--- config.mk ---
export PLATFORM = sky130hd
export DESIGN_NAME = icache
export DESIGN_NICKNAME = d
export VERILOG_FILES = /design/src/rtl/cpu_pkg.sv /design/src/rtl/icache_tags.sv /design/src/rtl/icache.sv
export SDC_FILE = /design/constraint.sdc
export NUM_CORES = 1
export LEC_CHECK = 0
export ABC_AREA = 1
export BUFFER_PORTS_ARGS = -buffer_cell sky130_fd_sc_hd__buf_2
export CAP_MARGIN = 30
export CORE_UTILIZATION = 50
export CTS_CLUSTER_DIAMETER = 80
export DETAILED_ROUTE_END_ITERATION = 10
export PLACE_DENSITY = 0.66
export SLEW_MARGIN = 20
export SYNTH_ARGS = -nofsm -noshare
export SYNTH_HDL_FRONTEND = slang
export SYNTH_SLANG_ARGS = --single-unit
--- constraint.sdc ---
create_clock -name clk -period 7.72 [get_ports clk]
set_input_delay 1.158 -clock clk [delete_from_list [all_inputs] [get_ports clk]]
set_output_delay 1.158 -clock clk [all_outputs]
set_load 0.02 [all_outputs]
--- src/rtl/cpu_pkg.sv ---
// cpu_pkg: shared cache geometry, address field widths and fill FSM encoding
package cpu_pkg;
  localparam int LINES = 16;
  localparam int WORDS = 4;
  localparam int OFF_W = $clog2(WORDS);
  localparam int IDX_W = $clog2(LINES);
  localparam int TAG_W = 16 - IDX_W - OFF_W;
  typedef enum logic [1:0] {ST_IDLE, ST_FILL, ST_DONE} state_e;
endpackage

--- src/rtl/icache_tags.sv ---
// icache_tags: per-line valid bits (reset, flash-clear on flush) and untimed tag store; ports: rd_idx_i->rd_valid_o/rd_tag_o, wr_* line update, flush_i clears all valids
module icache_tags import cpu_pkg::*; #(
  parameter int LINES = cpu_pkg::LINES
) (
  input  logic             clk,
  input  logic             rst_n,
  input  logic [IDX_W-1:0] rd_idx_i,
  input  logic             wr_en_i,
  input  logic [IDX_W-1:0] wr_idx_i,
  input  logic [TAG_W-1:0] wr_tag_i,
  input  logic             wr_valid_i,
  input  logic             flush_i,
  output logic             rd_valid_o,
  output logic [TAG_W-1:0] rd_tag_o
);
  logic [LINES-1:0] valid_q;
  logic [TAG_W-1:0] tag_q [LINES];
  // flush beats a coincident line write so a line completing on a flush edge stays invalid
  always_ff @(posedge clk or negedge rst_n)
    if (!rst_n) valid_q <= '0;
    else if (flush_i) valid_q <= '0;
    else if (wr_en_i) valid_q[wr_idx_i] <= wr_valid_i;
  always_ff @(posedge clk)
    if (wr_en_i) tag_q[wr_idx_i] <= wr_tag_i;
  assign rd_valid_o = valid_q[rd_idx_i];
  assign rd_tag_o = tag_q[rd_idx_i];
endmodule

--- src/rtl/icache.sv ---
// icache: direct-mapped instruction cache, zero-cycle hit, blocking line fill; ports: CPU side addr/rd_en/flush -> instr/hit/stall, memory side mem_addr/mem_re <- mem_rdata/mem_rvalid
module icache import cpu_pkg::*; #(
  parameter int LINES = cpu_pkg::LINES,
  parameter int WORDS = cpu_pkg::WORDS
) (
  input  logic        clk,
  input  logic        rst_n,
  input  logic [15:0] addr,
  input  logic        rd_en,
  input  logic        flush,
  output logic [15:0] instr,
  output logic        hit,
  output logic        stall,
  output logic [15:0] mem_addr,
  output logic        mem_re,
  input  logic [15:0] mem_rdata,
  input  logic        mem_rvalid
);
  localparam logic [OFF_W-1:0] LAST = OFF_W'(WORDS - 1);
  state_e state_q, state_d;
  logic [OFF_W-1:0] beat_q, beat_d;
  logic abort_q, abort_d;
  logic [15-OFF_W:0] line_q, line_d;
  logic [15:0] data_q [LINES][WORDS];
  logic t_valid;
  logic [TAG_W-1:0] t_tag;
  logic [IDX_W-1:0] idx, fill_idx;
  logic beat_acc, fill_last;
  assign idx = addr[OFF_W+IDX_W-1:OFF_W];
  assign fill_idx = line_q[IDX_W-1:0];
  assign beat_acc = state_q == ST_FILL && mem_rvalid;
  assign fill_last = beat_acc && beat_q == LAST;
  // an aborted fill still writes the tag but leaves the line invalid
  icache_tags #(.LINES(LINES)) u_tags (
    .clk       (clk),
    .rst_n     (rst_n),
    .rd_idx_i  (idx),
    .wr_en_i   (fill_last),
    .wr_idx_i  (fill_idx),
    .wr_tag_i  (line_q[15-OFF_W:IDX_W]),
    .wr_valid_i(~abort_q),
    .flush_i   (flush),
    .rd_valid_o(t_valid),
    .rd_tag_o  (t_tag)
  );
  assign hit = rd_en && state_q == ST_IDLE && t_valid && t_tag == addr[15:16-TAG_W];
  assign instr = hit ? data_q[idx][addr[OFF_W-1:0]] : '0;
  assign stall = (rd_en && !hit) || state_q != ST_IDLE;
  assign mem_re = state_q == ST_FILL;
  assign mem_addr = mem_re ? {line_q, beat_q} : '0;
  always_comb begin
    state_d = state_q;
    beat_d = beat_q;
    abort_d = abort_q;
    line_d = line_q;
    if (state_q == ST_IDLE && rd_en && !hit && !flush) begin
      state_d = ST_FILL;
      line_d = addr[15:OFF_W];
      beat_d = '0;
    end
    if (state_q == ST_FILL) begin
      abort_d = abort_q | flush;
      beat_d = mem_rvalid ? beat_q + 1'b1 : beat_q;
      state_d = fill_last ? ST_DONE : ST_FILL;
    end
    if (state_q == ST_DONE) begin
      state_d = ST_IDLE;
      abort_d = 1'b0;
    end
  end
  always_ff @(posedge clk or negedge rst_n)
    if (!rst_n) begin
      state_q <= ST_IDLE;
      beat_q <= '0;
      abort_q <= 1'b0;
      line_q <= '0;
    end else begin
      state_q <= state_d;
      beat_q <= beat_d;
      abort_q <= abort_d;
      line_q <= line_d;
    end
  always_ff @(posedge clk)
    if (beat_acc) data_q[fill_idx][beat_q] <= mem_rdata;
endmodule

==> impl_results.md <==
- Outcome: complete, no violations
- Max-cap violations: 0
- Switch Pwr: 3.61 mW
- Register bit total from synthesis: 1,219
- Period utilisation layout: 76.4%
- Unrepaired setup endpoints after global routing: no
- Boundary pin count: 72
- Grt total ovfl: 0
- Worst ir drop on vdd: 0.178 mV
- Clock-pin slew on the worst setup and hold paths: 0.06 ns
- DRC viols: 0
- Maximum fanout along the worst path: 116
- Crit Path Category: input port to output pin
- Worst skew pair latency: 0.71 ns
- Clock root buffer: clkbuf_16
- # resized after CTS: 0
- Final setup vio count: 0
- Hold-fix buffers, CTS: 0
- Initial antenna violation count: 2
- Initial Utilization: 50.8%
- Die Width: 316 um
- CTS Sinks: 1,219
- DRT Pass-1 Iters: 6
- Register share of total power: 53.1%
- Worst Path Required: 6.56 ns
- Antenna cell count: 0
- Total GRT Usage: 26.5%
- Final hold vios: 0
- Post-CTS setup buffer count: 0
- Count of unique library cells instantiated by Yosys: 26
- Crit path DAT: 4.74 ns
- Synth Area per Inst: 12.7 um2
- DR vias/cell: 6.01
- Mapped Cells: 3,904
- Post-layout minimum cycle time: 5.89 ns
- Worst Tran Pin Value: 1.05 ns
- HP Class: input port to async pin
- First-pass GRT wire length: 196 mm
- Rows: 114
- Setup crit start kind: input port
- Largest net degree at the start of global routing: 151
- Power per cell area: 266 nW/um2
- Internal: 11.1 mW
- Comb power frac: 9.2%
- Routability cong.: 0.864
- CP Capture Type: output pin
- Layout cells sized above 1: 9.82%
- Share of the yosys chip area belonging to registers: 73.7%
- CTS tree: built
- CTS Buf Count: 118
- Leak pwr: 19.2 nW
- Mapped cell area: 49,400 um2
- Clock buffer depth: 3
- Via count: 32,000
- DP Wirelength: 70.0 mm
- Max H-tree Level: 3
- DIE AREA: 100,000 um2
- WHS: 0.309 ns
- Clock share of power: 37.7%
- Port buffer count: 71
- Syn Nets: 3,948
- Normalized max-slew margin: 30.0%
- Layout area overhead: 11.7%
- DR iter-0 viols: 3,564
- Slew Limit Fails: 0
- Fillers: 7,814
- Ys Warns: 0
- Fin nets: 3,998
- Total negative setup slack: 0 ns
- Vias in the first global route: 30,500
- Switching Share: 24.6%
- Post-route ant nets: 0
- DRT Wirelength: 133 mm
- Core area: 97,300 um2
- Final Util: 56.7%
- Clk_skew: 0.0246 ns
- Fmax achieved: 170 MHz
- DR WL/cell: 24.9 um
- Die height: 316 um
logic make-up after synthesis:
family                     share of synthesized area (%)
and+or+nand+nor                                     12.1
DFF                                                 73.7
adders and majority gates                          0.177
buffers and inverters                               3.78
AOI/OAI and AO/OA                                   10.2
cells in the final DEF, fill, tap and decap left out:
| cell | Yosys | final |
|---|---|---|
| o21ai_1 | 54 | 54 |
| or2_0 | 2 | 2 |
| a221oi_1 | 26 | 26 |
| o21ai_0 | 61 | 61 |
| bufinv_16 | 0 | 8 |
| clkinv_4 | 0 | 1 |
| buf_8 | 0 | 2 |
| buf_16 | 0 | 2 |
| nor2_2 | 0 | 12 |
| a31oi_1 | 12 | 12 |
| nand3_1 | 304 | 304 |
| clkinvlp_4 | 0 | 4 |
| a32o_1 | 113 | 113 |
| a21oi_1 | 324 | 324 |
| clkbuf_1 | 83 | 15 |
| inv_1 | 149 | 147 |
| ha_1 | 7 | 7 |
| a22o_1 | 3 | 3 |
| clkbuf_16 | 0 | 122 |
| clkbuf_8 | 0 | 1 |
| nand2_1 | 1011 | 1011 |
| inv_6 | 0 | 3 |
| clkinv_1 | 2 | 43 |
| clkinv_2 | 1 | 28 |
| inv_2 | 2 | 1 |
| nor2_4 | 0 | 16 |
| o211ai_1 | 115 | 115 |
| buf_2 | 153 | 67 |
| edfxtp_1 | 1184 | 1184 |
| a221o_1 | 51 | 51 |
| inv_8 | 0 | 2 |
| clkinv_8 | 0 | 1 |
| nor2_1 | 175 | 147 |
| dfrtp_1 | 35 | 35 |
| o22ai_1 | 3 | 3 |
| buf_4 | 10 | 114 |
| buf_12 | 0 | 14 |
Yosys cell counts, drive strengths merged:
library cell,n,share of area [%]
edfxtp,1184,72
nand2,1011,7.7
a21oi,324,3.3
nand3,304,3.1
buf,187,2.0
nor2,175,1.3
inv,151,1.1
o211ai,115,1.7
o21ai,115,1.2
a32o,113,2.3
clkbuf,83,0.63
a221o,51,1.0
dfrtp,35,1.8
a221oi,26,0.46
a31oi,12,0.15
ha,7,0.18
a22o,3,0.053
clkinv,3,0.025
o22ai,3,0.038
or2,2,0.025
layout make-up:
cell class,count,area (um2),share of cell area [%]
clock buffer,137,3110,5.63
tap,1276,1600,2.89
timing repair buffer,200,1570,2.85
sequential,1219,36400,66.0
multi-input combinational,2261,11300,20.4
clock inverter,84,603,1.09
inverter,154,598,1.08
metrics by stage:
stage / cell area (um2) / worst slack, ns / instances / power (mW)
2_1_floorplan: 49400 / 3.62 / 3904 / 8.65
4_1_cts: 55200 / 1.96 / 5330 / 14.7
5_1_grt: 55200 / 1.74 / 5331 / 15.1
3_3_place_gp: 51300 / 1.98 / 5103 / 9.23
6_report: 55200 / 1.83 / 5331 / 14.7
3_5_place_dp: 51400 / 1.97 / 5109 / 9.27
worst max-delay path, cell delays in order:
cell and delay (ns):
clkbuf_8 0.40, inv_8 0.80, buf_4 0.55, a21oi_1 0.12, a32o_1 0.27, o211ai_1 0.21, nand3_1 0.22, o21ai_0 0.13
nand2_1 0.09, a21oi_1 0.34, buf_2 0.23
sequential cells by signal (all words and copies together), names as in the netlist:
signal          cells
u_tags.tag_q      160
line_q             14
state_q             2
abort_q             1
beat_q              2
data_q           1024
u_tags.valid_q     16
layer usage:
layer | vias to the layer above | share of wire [%] | GRT usage [%]
met3 | 231 | 8.8 | 3.68
met4 | 2 | 2.9 | 9.01
met1 | 15900 | 42 | 38.5
met5 | - | 0.0068 | 0
li1 | 14300 | - | -
met2 | 1523 | 46 | 41.1
final timing paths:
path | start | to | slack, ns | depth (start not counted)
min | rst_n | line_q[11]$_DFFE_PN0P_ | 0.31 | 1
max | addr[3] | instr[2] | 1.83 | 11
min reg2reg | u_tags.valid_q[9]$_DFFE_PN0P_ | u_tags.valid_q[9]$_DFFE_PN0P_ | 0.55 | 2
max in group asynchronous | rst_n | line_q[9]$_DFFE_PN0P_ | 6.98 | 2
max reg2reg | state_q[1]$_DFFE_PN0P_ | data_q[3][18]$_DFFE_PP_ | 4.27 | 7
min in group clk | u_tags.valid_q[9]$_DFFE_PN0P_ | u_tags.valid_q[9]$_DFFE_PN0P_ | 0.55 | 2
power by group through the flow:
stage	clock (mW)	sequential [mW]	combinational, mW
floorplan	0	7.85	0.801
global placement	0	7.92	1.31
detailed placement	0	7.93	1.34
CTS	5.61	7.79	1.35
global route	5.86	7.81	1.46
finish	5.54	7.79	1.35
No activity file was read; power rests on OpenSTA's default activity.
